`src/rtl/div_pkg.sv`:
```
// div_pkg: shared state codes and out_sel codes for the div_unit divider.
// Optional feature macro used by div_unit/div_ctrl: DIV_ZERO_CHECK_EN.
package div_pkg;

   typedef enum logic [3:0] {
      IDLE   = 4'd0,
      LOAD_M = 4'd1,
      LOAD_Q = 4'd2,
      SHIFT  = 4'd3,
      TEST   = 4'd4,
      COUNT  = 4'd5,
      OUT_R  = 4'd6,
      OUT_Q  = 4'd7
   } div_state_e;

   localparam logic OSEL_REM = 1'b0;
   localparam logic OSEL_QUO = 1'b1;

   function automatic logic is_out_state(div_state_e s);
      return (s == OUT_R) || (s == OUT_Q);
   endfunction

endpackage

```
`src/rtl/div_ctrl.sv`:
```
// div_ctrl: sequencing FSM of the restoring divider, one-hot strobes.
// Macro DIV_ZERO_CHECK_EN adds the zero-divisor shortcut out of LOAD_Q.
module div_ctrl
   import div_pkg::*;
(
   input  logic clk,
   input  logic rst_n,
   input  logic enable_i,
   input  logic start_i,
   input  logic cnt_done_i,
   input  logic m_zero_i,
   input  logic trial_msb_i,
   output logic load_m_o,
   output logic load_q_o,
   output logic dz_o,
   output logic shift_o,
   output logic test_o,
   output logic upd_o,
   output logic inc_o,
   output logic out_r_o,
   output logic out_q_o,
   output logic busy_o
);

   div_state_e state_q;
   logic       dz_take;

`ifdef DIV_ZERO_CHECK_EN
   assign dz_take = m_zero_i;
`else
   logic unused_m_zero;
   assign unused_m_zero = m_zero_i;
   assign dz_take = 1'b0;
`endif

   // State register; a low enable aborts to IDLE from anywhere
   always_ff @(posedge clk or negedge rst_n) begin
      if (!rst_n) begin
         state_q <= IDLE;
      end else if (!enable_i) begin
         state_q <= IDLE;
      end else begin
         unique case (state_q)
            IDLE:    state_q <= start_i ? LOAD_M : IDLE;
            LOAD_M:  state_q <= LOAD_Q;
            LOAD_Q:  state_q <= dz_take ? OUT_R : SHIFT;
            SHIFT:   state_q <= TEST;
            TEST:    state_q <= COUNT;
            COUNT:   state_q <= cnt_done_i ? OUT_R : SHIFT;
            OUT_R:   state_q <= OUT_Q;
            OUT_Q:   state_q <= IDLE;
            default: state_q <= IDLE;
         endcase
      end
   end

   // Datapath strobes only fire when the unit is enabled, so an
   // aborting cycle leaves A/Q/M/cnt untouched.
   assign load_m_o = enable_i && (state_q == LOAD_M);
   assign load_q_o = enable_i && (state_q == LOAD_Q) && !dz_take;
   assign dz_o     = enable_i && (state_q == LOAD_Q) && dz_take;
   assign shift_o  = enable_i && (state_q == SHIFT);
   assign test_o   = enable_i && (state_q == TEST);
   assign upd_o    = enable_i && (state_q == TEST) && !trial_msb_i;
   assign inc_o    = enable_i && (state_q == COUNT);

   // Output strobes are pure Moore decodes of the state
   assign out_r_o  = is_out_state(state_q) && (state_q == OUT_R);
   assign out_q_o  = (state_q == OUT_Q);
   assign busy_o   = (state_q != IDLE);

endmodule

```
`src/rtl/div_unit.sv`:
```
// div_unit: sequential unsigned restoring divider, byte-bus operand I/O.
// Macro DIV_ZERO_CHECK_EN enables the early divide-by-zero result path.
module div_unit
   import div_pkg::*;
#(
   parameter int WIDTH = 8
) (
   input  logic             clk,
   input  logic             rst_n,
   input  logic             enable,
   input  logic             start,
   input  logic [WIDTH-1:0] inbus,
   output logic [WIDTH-1:0] outbus,
   output logic             out_valid,
   output logic             out_sel,
   output logic             busy,
   output logic             div_by_zero
);

   localparam int CW = (WIDTH > 1) ? $clog2(WIDTH) : 1;

   logic [WIDTH:0]   a_q;
   logic [WIDTH-1:0] q_q;
   logic [WIDTH-1:0] m_q;
   logic [CW-1:0]    cnt_q;
   logic [WIDTH:0]   trial;
   logic             cnt_done;
   logic             m_zero;
   logic             load_m;
   logic             load_q;
   logic             dz;
   logic             shift;
   logic             test;
   logic             upd;
   logic             inc;
   logic             out_r;
   logic             out_q;

   assign trial    = a_q - {1'b0, m_q};
   assign cnt_done = (cnt_q == CW'(WIDTH - 1));
   assign m_zero   = (m_q == '0);

   div_ctrl u_ctrl (
      .clk         (clk),
      .rst_n       (rst_n),
      .enable_i    (enable),
      .start_i     (start),
      .cnt_done_i  (cnt_done),
      .m_zero_i    (m_zero),
      .trial_msb_i (trial[WIDTH]),
      .load_m_o    (load_m),
      .load_q_o    (load_q),
      .dz_o        (dz),
      .shift_o     (shift),
      .test_o      (test),
      .upd_o       (upd),
      .inc_o       (inc),
      .out_r_o     (out_r),
      .out_q_o     (out_q),
      .busy_o      (busy)
   );

   // A/Q/M/cnt datapath, each update gated by its one-hot strobe
   always_ff @(posedge clk or negedge rst_n) begin
      if (!rst_n) begin
         a_q   <= '0;
         q_q   <= '0;
         m_q   <= '0;
         cnt_q <= '0;
      end else begin
         if (load_m) begin
            m_q   <= inbus;
            cnt_q <= '0;
         end
         if (load_q) begin
            q_q <= inbus;
            a_q <= '0;
         end
         if (dz) begin
            a_q <= {1'b0, inbus};
            q_q <= '1;
         end
         if (shift) begin
            {a_q, q_q} <= {a_q[WIDTH-1:0], q_q, 1'b0};
         end
         if (test) begin
            q_q[0] <= upd;
            if (upd) begin
               a_q <= trial;
            end
         end
         if (inc) begin
            cnt_q <= cnt_q + 1'b1;
         end
      end
   end

`ifdef DIV_ZERO_CHECK_EN
   logic dz_q;

   // Sticky zero-divisor flag, cleared when a new divisor is loaded
   always_ff @(posedge clk or negedge rst_n) begin
      if (!rst_n) begin
         dz_q <= 1'b0;
      end else if (load_m) begin
         dz_q <= 1'b0;
      end else if (dz) begin
         dz_q <= 1'b1;
      end
   end

   assign div_by_zero = dz_q;
`else
   assign div_by_zero = 1'b0;
`endif

   assign out_valid = out_r || out_q;
   assign out_sel   = out_q ? OSEL_QUO : OSEL_REM;
   assign outbus    = out_r ? a_q[WIDTH-1:0] :
                      out_q ? q_q : '0;

endmodule

```
`config.mk`:
```
export PLATFORM = sky130hd
export DESIGN_NAME = div_unit
export DESIGN_NICKNAME = d
export VERILOG_FILES = /design/src/rtl/div_pkg.sv /design/src/rtl/div_ctrl.sv /design/src/rtl/div_unit.sv
export SDC_FILE = /design/constraint.sdc
export NUM_CORES = 1
export LEC_CHECK = 0
export ABC_AREA = 1
export CORE_MARGIN = 2
export CORE_UTILIZATION = 25
export DETAILED_ROUTE_END_ITERATION = 10
export PLACE_DENSITY = 0.47
export SKIP_LAST_GASP = 1
export SLEW_MARGIN = 20
export SYNTH_ARGS = -nofsm -noshare
export SYNTH_HDL_FRONTEND = slang
export SYNTH_HIERARCHICAL = 1
export SYNTH_SLANG_ARGS = --single-unit
export TNS_END_PERCENT = 30
```
`constraint.sdc`:
```
create_clock -name clk -period 3.6 [get_ports clk]
set_input_delay 0.72 -clock clk [delete_from_list [all_inputs] [get_ports clk]]
set_output_delay 0.72 -clock clk [all_outputs]
set_load 0.02 [all_outputs]
```
======== After elaboration in Yosys (flattened, before gate mapping) ========
Index checks and enable logic that the tools add are counted.
cells by class
  add/sub/neg operators ................... 2
  equality and inequality tests ........... 8
  muxes and demuxes ....................... 16
  reductions and logical operators ........ 15
operators by type and width
  kind                   number
  $mux W9                4
  $mux W8                4
  $pmux W4 S7            1
  $eq A4 B3 Y1 const B   4
  $mux W3                3
  $sub A9 B8 Y9          1
  $eq A4 B2 Y1 const B   2
  $logic_and A1 B1 Y1    7
  $eq A4 B1 Y1 const B   1
  $logic_not A4 Y1       1
  $mux W4                1
  $reduce_bool A2 Y1     2
  $reduce_bool A4 Y1     1
  $add A3 B1 Y3 const B  1
  $eq A3 B3 Y1 const B   1
  $mux W1                3
  $reduce_bool A3 Y1     1
  $logic_or A1 B1 Y1     2
  $logic_not A1 Y1       1
word-level totals
  register bits after elaboration ......... 32
  input bits .............................. 12
  logic and storage cells ................. 47

======== Depth between registers and ports, before layout ========
Gate-level depths: netlist of the first run.
  depth in word-level cells ............... 6
  mapped depth ............................ 15
  mapped depth without buffers ............ 15

======== Cells and area by module ========
The synthesis of the first run kept the hierarchy.
modules (own cells, without submodules)
  module    instances  cells an instance  area an instance (µm²)
  div_unit  1          254                1891.8
  div_ctrl  1          35                 224.0

======== Worst setup path before layout of the first run ========
No wires, ideal clock.
  path type ............................... register to register
  start ................................... reg a_q[0]
  end ..................................... reg a_q[5]
  arrival ................................. 2.240 ns
  data required time ...................... 3.487 ns
  slack ................................... 1.247 ns
  cell stages (with the launch flop) ...... 16
  clock period less this slack ............ 2.353 ns
  cells stage by stage .................... dfrtp_1 inv_1 ha_1 fa_1 o21ai_2 nand3_1 nand2_1 nand2_1 and2_1 nor3_2 nand2_1 inv_1 buf_2 nand3_1 nand2_1 inv_1
between the ends
  word-level cells in the longest chain between the ends .. 5
ends and longest elaborated chain
  item                    line            text
  start, declared         div_unit.sv:22  logic [WIDTH:0] a_q;
  start signal, assigned  div_unit.sv:80  a_q <= {1'b0, inbus};
  start signal, assigned  div_unit.sv:84  {a_q, q_q} <= {a_q[WIDTH-1:0], q_q, 1'b0};
  start signal, assigned  div_unit.sv:89  a_q <= trial;
  $sub A9 B8 Y9           div_unit.sv:39  assign trial = a_q - {1'b0, m_q};
  via trial[8]            div_unit.sv:26  logic [WIDTH:0] trial;
  $logic_not A1 Y1        div_ctrl.sv:64  assign upd_o = enable_i && (state_q == TEST) && !trial_msb_i;
  $logic_and A1 B1 Y1     div_ctrl.sv:64
  via upd                 div_unit.sv:34  logic upd;
  $mux W9                 div_unit.sv:88  if (upd) begin
  $mux W9                 div_unit.sv:86  if (test) begin
The timed path passes the listed nets, and every way through them passes these cells.
A chain may end at the register's enable or synchronous reset.

======== Final worst setup path of the first run ========
  start ................................... reg u_ctrl.state_q[1]
  end ..................................... out outbus[4]
between the ends
  word-level cells in the longest chain between the ends .. 4
  elaborated cells on any way between the ends .. 6
ends and longest elaborated chain
  item                                    line                                           text
  start, declared                         div_ctrl.sv:25                                 div_state_e state_q;
  start signal, assigned                  div_ctrl.sv:44                                 IDLE: state_q <= start_i ? LOAD_M : IDLE;
  start signal, assigned                  div_ctrl.sv:46                                 LOAD_Q: state_q <= dz_take ? OUT_R : SHIFT;
  start signal, assigned                  div_ctrl.sv:49                                 COUNT: state_q <= cnt_done_i ? OUT_R : SHIFT;
  $eq A4 B3 Y1, on equally long branches  div_pkg.sv:20, div_ctrl.sv:68, div_ctrl.sv:69
  $logic_or A1 B1 Y1                      div_pkg.sv:20                                  return (s == OUT_R) || (s == OUT_Q);
  $logic_and A1 B1 Y1                     div_ctrl.sv:68                                 assign out_r_o = is_out_state(state_q) && (state_q == OUT_R);
  $mux W8 *                               div_unit.sv:119                                assign outbus = out_r ? a_q[WIDTH-1:0] :
  end, declared                           div_unit.sv:13                                 output logic [WIDTH-1:0] outbus,
Mark *: on every way between the ends. The rest lies on a longest branch, timed or not.

==> impl_metrics.csv, run 1 <==
group,metric,value,unit
finish,n_antenna_cell,0,
clock_network,clock-sinks,31,
worst_setup_path,critPathCaptureType,"output pin",
finish,nFillCells,919,
route,wl_met1,2720,µm
worst_setup_path,cp_cell_sequence,"nand2_2 -> nor2_1 -> nand3_1 -> o21ai_0 -> clkdlybuf4s50_1",
place,portBuffers,22,
route,first_pass_iters,4,
sta,clock.fmax,323,MHz
route,drc,0,
pwr,switchingPower,0.481,mW
pwr,swShare,37.7,%
floorplan,std_cell_rows,33,
clock_network,cts.path.max_buffers,2,
clock_network,h-tree-depth,2,
floorplan,dieArea,9150,µm²
worst_setup_path,cpMaxStageDelayCell,"clkdlybuf4s50_1",
sta,rsz0062_at_grt,"false",
floorplan,chipWidth,95.6,µm
pwr,p_leak,1.19,nW
run_status,status,"finished, final reports clean",
finish,multi_input_area,1090,µm²
synthesis,ys.warnings.count,6,
worst_setup_path,reg2reg_from,"a_q[0]",
clock_network,insertion_delay,0.28,ns
pwr,peakVddDrop,0.219,mV
route,wl_met3,228,µm
place,dp.cells,407,
sta,period_share,85.9,%
finish,layout-drive-gt1-share,10.0,%
global_routing,grt_max_degree,32,
worst_setup_path,slowest_delay,0.66,ns
worst_setup_path,crit_path_start_kind,"register",
worst_hold_path,hp-class,"register to register",
worst_setup_path,crit_type,"register to output pin",
sta,fin_crit,3.09,ns
route,first_iter_violations,102,
sta,fin_skew,0.00532,ns
global_routing,antenna_found_initial,0,
finish,layout_common_cells,"nand2_1, inv_1, o21ai_0, dfrtp_1, clkdlybuf4s50_1",
worst_hold_path,min_from,"q_q[1]",
clock_network,postCtsHoldBufs,0,
sta,setup_viol,0,
pwr,p_seq_share,35.5,%
route,drt-vias-per-instance,4.51,
route,wl_per_cell,12.9,µm
sta,whs,0.502,ns
clock_network,cts.reportedPaths.clkPinSlew,0.07,ns
clock_network,numCtsBuffers,5,
synthesis,synth.avg_cell_area,7.34,µm²
global_routing,track_usage,13.1,%
floorplan,io_pins,24,
global_routing,grt_pass1_wl,9200,µm
clock_network,cts_tree,"done",
place,gp_congestion,0.793,
global_routing,grt_remaining_overflow,0,
sta,hold_viol,0,
worst_setup_path,worstPathMaxFanout,10,
sta,slew_viol_final,0,
place,hpwl,4070,µm
floorplan,coreArea,8180,µm²
finish,final_cells,415,
worst_setup_path,regToRegSetupSlack,0.94,ns
route,routed.top_layer,"met4",
finish,fin_nets,332,
route,vias,1871,
route,wl_met2,2350,µm
route,routed_wl,5330,µm
clock_network,post_cts_buffers,0,
place,place_area,2400,µm²
worst_hold_path,hold_end,"q_q[1]",
sta,worstMarginPinSlew,0.751,ns
synthesis,netlist_instances,286,
floorplan,start_util,25.7,%
finish,seqCellArea,776,µm²
pwr,p_comb_share,40.5,%
clock_network,cts_resized,0,
worst_setup_path,r2r-end,"a_q[6]",
run,maxCapViolations,0,
finish,area_growth,19.2,%
sta,tns,0,ns
clock_network,cts-root-buf,"clkbuf_8",
route,ant_nets,0,
pwr,clkPwrFrac,24.0,%
worst_setup_path,rr_worst_depth,14,
synthesis,synthesis.area,2100,µm²
synthesis,syn-num-nets,309,
global_routing,grt_pass1_vias,1895,
pwr,p_int,0.795,mW
finish,final_area,2500,µm²
sta,relSlewSlack,49.7,%
floorplan,die_y,95.6,µm
finish,layout.cells.most_common,"nand2_1",
worst_hold_path,hold_depth,2,
pwr,powerDensity,510,nW/µm²
worst_setup_path,cp_data_arrival_time,2.37,ns
worst_setup_path,cp.required,2.88,ns
cell type report:
cell class / count / area share [%]
Multi-Input combinational cell: 201 / 43.4
Sequential cell: 31 / 31.0
Timing Repair Buffer: 24 / 9.40
Inverter: 46 / 7.00
Tap cell: 105 / 5.25
Clock buffer: 8 / 4.00
metal layers:
metal | vias to the layer above | global-route usage [%]
met1 | 872 | 17.9
met3 | 4 | 3.08
met2 | 33 | 21.1
li1 | 962 | -
met4 | 0 | 2.74
met5 | - | 0
power by group through the flow:
stage / Clock, mW / Sequential [mW] / Combinational [mW]
finish: 0.307 / 0.453 / 0.517
floorplan: 0 / 0.450 / 0.405
detailed placement: 0 / 0.461 / 0.520
global route: 0.335 / 0.462 / 0.604
CTS: 0.318 / 0.454 / 0.522
global placement: 0 / 0.460 / 0.519
critical path, delay by kind of cell (launching register included):
kind / cells / cell delay [ns]
DFF: 1 / 0.43
and+or+nand+nor: 3 / 0.84
AOI/OAI and AO/OA: 1 / 0.16
buffers and inverters: 1 / 0.66
worst max-delay path by stage:
stage / start / endpoint / slack (ns) / cells after the start
2_1_floorplan: a_q[0] / a_q[5] / 1.25 / 15
3_3_place_gp: u_ctrl/state_q[2] / outbus[4] / 0.82 / 5
3_5_place_dp: u_ctrl/state_q[0] / outbus[4] / 0.86 / 6
4_1_cts: u_ctrl/state_q[0] / outbus[0] / 0.54 / 5
5_1_grt: u_ctrl/state_q[0] / outbus[4] / 0.34 / 6
6_report: u_ctrl/state_q[1] / outbus[4] / 0.51 / 5
through the flow:
| step | utilization (%) | setup slack [ns] | power (mW) |
|---|---|---|---|
| after floorplan | - | 1.25 | 0.856 |
| after global placement | 29.4 | 0.823 | 0.978 |
| after detailed placement | 29.4 | 0.863 | 0.981 |
| after CTS | 30.6 | 0.539 | 1.30 |
| after global routing | 30.6 | 0.337 | 1.40 |
| final | 30.6 | 0.507 | 1.28 |
flip-flops by register name (all words and copies together) (netlist names):
register        flops
m_q                 8
u_ctrl/state_q      3
q_q                 8
cnt_q               3
a_q                 9
Power figures use the tool's default switching activity.
==> run 2, diff against run 1 <==
Settings changed: CORE_UTILIZATION 25 to 40, PLACE_DENSITY 0.47 to 0.65.
==> run 2 against run 1 <==
Effect of this change: register-to-register slack is essentially flat; wire length shrank 8.0%; largest cell class unchanged; sequential power is essentially flat; critical path depth is the same; sequential share of layout area grew 0.71 points; highest routed layer unchanged; utilization grew 18 points; critical path type unchanged; worst setup slack gained 0.089 ns; die area shrank 36%.
==> impl_metrics.csv, run 2 (synthesis results as in run 1) <==
group,metric,value,unit
worst_hold_path,min_from,"q_q[1]",
sta,worstMarginPinSlew,0.674,ns
worst_setup_path,critical_path.endpoint,"outbus[0]",
finish,reg.largest.list,"a_q (9), m_q (8), q_q (8)",
finish,top_register,"a_q",
pwr,peakVddDrop,0.289,mV
worst_setup_path,cp_cell_sequence,"nand2_2 -> nor2_1 -> nand3_1 -> o21ai_0 -> clkdlybuf4s50_1",
sta,hold_viol,0,
place,portBuffers,22,
clock_network,cts_resized,0,
worst_setup_path,crit_type,"register to output pin",
floorplan,coreArea,5070,µm²
pwr,swShare,38.7,%
sta,clock.fmax,333,MHz
worst_setup_path,slowest_delay,0.65,ns
worst_hold_path,hp-class,"register to register",
worst_setup_path,critPathCaptureType,"output pin",
global_routing,grt_remaining_overflow,0,
run_status,status,"finished, final reports clean",
floorplan,chipWidth,76.5,µm
clock_network,cts.path.max_buffers,2,
pwr,powerDensity,514,nW/µm²
clock_network,insertion_delay,0.29,ns
pwr,switchingPower,0.486,mW
sta,fin_skew,0.00847,ns
pwr,clkPwrFrac,22.6,%
place,hpwl,3730,µm
pwr,p_leak,1.19,nW
clock_network,cts-root-buf,"clkbuf_8",
route,drc,0,
sta,tns,0,ns
sta,rsz0062_at_grt,"false",
sta,setup_viol,0,
worst_setup_path,rr_worst_depth,14,
floorplan,die_y,76.5,µm
floorplan,std_cell_rows,26,
worst_setup_path,crit_start,"u_ctrl/state_q[1]",
route,vias,1895,
finish,fin_nets,332,
finish,layout-drive-gt1-share,10.0,%
pwr,p_seq_share,36.1,%
sta,period_share,83.4,%
worst_setup_path,crit_path_start_kind,"register",
route,first_iter_violations,122,
run,maxCapViolations,0,
pwr,power.total,1.26,mW
sta,fin_crit,3.00,ns
clock_network,postCtsHoldBufs,0,
place,gp_congestion,0.815,
global_routing,track_usage,18.1,%
floorplan,io_pins,24,
clock_network,cts_tree,"done",
worst_setup_path,worstPathMaxFanout,10,
clock_network,post_cts_buffers,0,
global_routing,antenna_found_initial,0,
finish,n_antenna_cell,0,
sta,whs,0.498,ns
worst_setup_path,regToRegSetupSlack,0.94,ns
worst_setup_path,cp_data_arrival_time,2.28,ns
worst_setup_path,reg2reg_from,"a_q[0]",
finish,largest_register_ffs,9,
floorplan,start_util,41.4,%
route,wl_per_cell,13.0,µm
global_routing,grt_max_degree,32,
worst_setup_path,cp.required,2.88,ns
worst_setup_path,r2r-end,"a_q[6]",
route,ant_nets,0,
clock_network,numCtsBuffers,5,
clock_network,cts.reportedPaths.clkPinSlew,0.06,ns
route,drt-vias-per-instance,5.00,
floorplan,dieArea,5840,µm²
finish,layout.cells.most_common,"nand2_1",
worst_setup_path,cpMaxStageDelayCell,"clkdlybuf4s50_1",
sta,slew_viol_final,0,
clock_network,h-tree-depth,2,
pwr,p_int,0.771,mW
global_routing,grt_pass1_wl,8550,µm
global_routing,grt_pass1_vias,1856,
route,routed_wl,4910,µm
clock_network,clock-sinks,31,
pwr,p_comb_share,41.3,%
finish,layout_common_cells,"nand2_1, inv_1, o21ai_0, dfrtp_1, clkdlybuf4s50_1",
finish,area_growth,16.6,%
sta,relSlewSlack,54.9,%
route,first_pass_iters,4,
run 2: changes by cell type in the layout (fill, tap and decap cells not counted), sizes merged:
cell / change
clkbuf: -2
clkinv: +1
run 2: through the flow:
stage          utilization (%)  cell area (µm²)  worst slack [ns]  cells
6_report                  48.2             2450             0.596    379
2_1_floorplan                -             2100              1.25    286
3_3_place_gp              46.5             2360             0.914    372
4_1_cts                   48.2             2450             0.596    379
3_5_place_dp              46.5             2360             0.908    372
5_1_grt                   48.2             2450             0.409    379
run 2: metal layers:
metal  global-route usage [%]  vias to the layer above  part of all wire (%)
met2                     29.8                       45                    46
met4                     6.00                        0                   1.7
met5                        0                        -                     0
met3                     3.79                       10                   5.6
met1                     23.8                      884                    46
li1                         -                      956                     -
run 2: cell type report:
| class | count | area [µm²] |
|---|---|---|
| fillers | 548 | 2630 |
| multi-input cells | 201 | 1090 |
| clock buffers | 6 | 82.6 |
| repair buffers | 24 | 235 |
| flip-flops and latches | 31 | 776 |
| inverters | 46 | 175 |
| clock inverters | 1 | 5.00 |
| well taps | 70 | 87.6 |
run 2: worst min-delay path by stage:
| stage | end | slack (ns) | depth (start not counted) |
|---|---|---|---|
| after detailed placement | q_q[1] | 0.49 | 2 |
| after floorplan | a_q[0] | 0.42 | 0 |
| after CTS | q_q[1] | 0.50 | 2 |
| final | q_q[1] | 0.50 | 2 |
| after global placement | q_q[1] | 0.49 | 2 |
| after global routing | q_q[1] | 0.53 | 2 |
run 2: power by group through the flow:
stage | clock (mW) | combinational, mW | sequential [mW]
floorplan | 0 | 0.405 | 0.450
global placement | 0 | 0.508 | 0.460
detailed placement | 0 | 0.515 | 0.461
CTS | 0.291 | 0.522 | 0.454
global route | 0.306 | 0.595 | 0.463
finish | 0.284 | 0.520 | 0.454
run 2: worst max-delay path: cells and delay by family (launching register included):
kind,cells,cell delay (ns)
buf+inv,1,0.65
flops,1,0.42
simple gates,3,0.79
compound gates,1,0.14
==> run 3, diff against run 2 <==
Clock period 3.6 ns to 3.1 ns, I/O delays scaled along.
==> run 3 against run 2 <==
Effect of this change: sequential share of layout area did not move; global-route usage is 0.85 points higher; utilization stayed put; flip-flop and latch count unchanged; register-to-register slack got worse by 0.55 ns; clock skew fell by 0.0037 ns; via count increased by 0.16%; critical path type unchanged; critical endpoint is now outbus[5]; highest routed layer unchanged.
==> impl_metrics.csv, run 3 (synthesis results as in run 1) <==
group,metric,value,unit
run_status,status,"finished, final reports clean",
finish,layout-drive-gt1-share,10.0,%
run,maxCapViolations,0,
clock_network,cts_tree,"done",
finish,area_growth,16.6,%
sta,hold_viol,0,
route,drt-vias-per-instance,4.99,
clock_network,h-tree-depth,2,
pwr,power.total,1.42,mW
worst_setup_path,crit_start,"u_ctrl/state_q[0]",
global_routing,grt_remaining_overflow,0,
floorplan,io_pins,24,
finish,fin_nets,334,
floorplan,chipWidth,76.5,µm
worst_setup_path,critPathCaptureType,"output pin",
worst_setup_path,cp.required,2.48,ns
pwr,peakVddDrop,0.326,mV
pwr,p_seq_share,37.1,%
finish,n_antenna_cell,0,
global_routing,antenna_found_initial,0,
sta,clock.fmax,356,MHz
pwr,switchingPower,0.553,mW
pwr,swShare,38.8,%
clock_network,insertion_delay,0.28,ns
finish,seqCellArea,776,µm²
worst_setup_path,cp_cell_sequence,"inv_1 -> nand2_1 -> nor2_1 -> inv_1 -> o21ai_0 -> clkdlybuf4s50_1",
clock_network,post_cts_buffers,0,
route,first_iter_violations,133,
worst_setup_path,cp.depth,6,
route,wl_per_cell,13.3,µm
worst_setup_path,cpMaxStageDelayCell,"clkdlybuf4s50_1",
global_routing,grt_max_degree,32,
worst_setup_path,reg2reg_from,"a_q[0]",
worst_setup_path,critical_path.endpoint,"outbus[5]",
sta,slew_viol_final,0,
pwr,powerDensity,582,nW/µm²
worst_setup_path,cp_top_family,"buffers and inverters",
clock_network,clock-sinks,31,
worst_setup_path,worstPathMaxFanout,14,
floorplan,dieArea,5840,µm²
sta,setup_viol,0,
clock_network,cts_resized,0,
pwr,p_leak,1.19,nW
worst_setup_path,r2r-end,"a_q[6]",
global_routing,track_usage,19.0,%
clock_network,cts.path.max_buffers,2,
finish,layout_common_cells,"nand2_1, inv_1, o21ai_0, dfrtp_1, clkdlybuf4s50_1",
finish,top_register,"a_q",
route,drc,0,
route,vias,1898,
global_routing,grt_pass1_wl,8900,µm
worst_setup_path,crit_buf_inv,3,
clock_network,postCtsHoldBufs,0,
pwr,clkPwrFrac,20.6,%
sta,rsz0062_at_grt,"false",
worst_hold_path,hp-class,"register to register",
worst_setup_path,crit_type,"register to output pin",
finish,layout.cells.most_common,"nand2_1",
place,portBuffers,22,
clock_network,numCtsBuffers,5,
finish,reg.largest.list,"a_q (9), m_q (8), q_q (8)",
pwr,p_int,0.872,mW
floorplan,std_cell_rows,26,
clock_network,cts.reportedPaths.clkPinSlew,0.06,ns
pwr,p_comb_share,42.3,%
sta,fin_crit,2.81,ns
worst_setup_path,cp_data_arrival_time,2.19,ns
sta,tns,0,ns
worst_setup_path,rr_worst_depth,14,
place,hpwl,3910,µm
worst_setup_path,cp_common_cell,"inv_1",
finish,multi_input_area,1090,µm²
worst_setup_path,slowest_delay,0.65,ns
sta,fin_skew,0.00478,ns
sta,whs,0.508,ns
route,first_pass_iters,4,
worst_setup_path,regToRegSetupSlack,0.39,ns
floorplan,die_y,76.5,µm
route,ant_nets,0,
finish,largest_register_ffs,9,
route,routed_wl,5060,µm
sta,period_share,90.7,%
finish,nFillCells,544,
global_routing,grt_pass1_vias,1956,
worst_setup_path,crit_path_start_kind,"register",
floorplan,coreArea,5070,µm²
floorplan,start_util,41.4,%
place,gp_congestion,0.856,
clock_network,cts-root-buf,"clkbuf_8",
run 3: layout make-up:
type | instances | area share (%)
inverter | 46 | 7.16
clock buffer | 6 | 2.97
multi-input combinational | 201 | 44.4
timing repair buffer | 26 | 10.2
sequential | 31 | 31.7
tap | 70 | 3.58
run 3: how the worst min path moves through the flow:
stage,from,endpoint,cells past startpoint
2_1_floorplan,rst_n,a_q[0],0
3_3_place_gp,q_q[1],q_q[1],2
3_5_place_dp,q_q[1],q_q[1],2
4_1_cts,q_q[1],q_q[1],2
5_1_grt,cnt_q[1],cnt_q[1],1
6_report,q_q[1],q_q[1],2
run 3: worst register-to-register path, stage by stage (launching register included):
cell and delay (ns):
dfrtp_1 0.35, inv_1 0.08, ha_1 0.23, fa_1 0.42, o21ai_2 0.20, nand3_1 0.11
nand2_1 0.08, nand2_1 0.06, and2_1 0.15, nor3_2 0.15, nand2_1 0.20, inv_1 0.34
nand2_1 0.09, nor2_1 0.09, nor2_1 0.05
run 3: power groups by stage:
stage | logic [mW] | registers (mW) | clock network (mW)
3_5_place_dp | 0.603 | 0.537 | 0
5_1_grt | 0.694 | 0.539 | 0.319
3_3_place_gp | 0.591 | 0.534 | 0
2_1_floorplan | 0.471 | 0.523 | 0
6_report | 0.602 | 0.529 | 0.294
4_1_cts | 0.606 | 0.529 | 0.303
run 3: through the flow:
step           instance area [µm²]  utilization, %  setup slack [ns]  cells
2_1_floorplan                 2100               -             0.747    286
3_3_place_gp                  2370            46.8             0.517    374
3_5_place_dp                  2370            46.8             0.412    374
4_1_cts                       2450            48.2             0.278    380
5_1_grt                       2450            48.2            0.0987    380
6_report                      2450            48.2             0.288    380
run 3: per-layer routing:
layer  global-route usage (%)  routed length [µm]  vias to the layer above
li1                         -                   -                      963
met1                     24.6                2370                      885
met2                     32.5                2450                       46
met3                     4.15                 218                        4
met4                     4.36                  25                        0
met5                        0                   0                        -
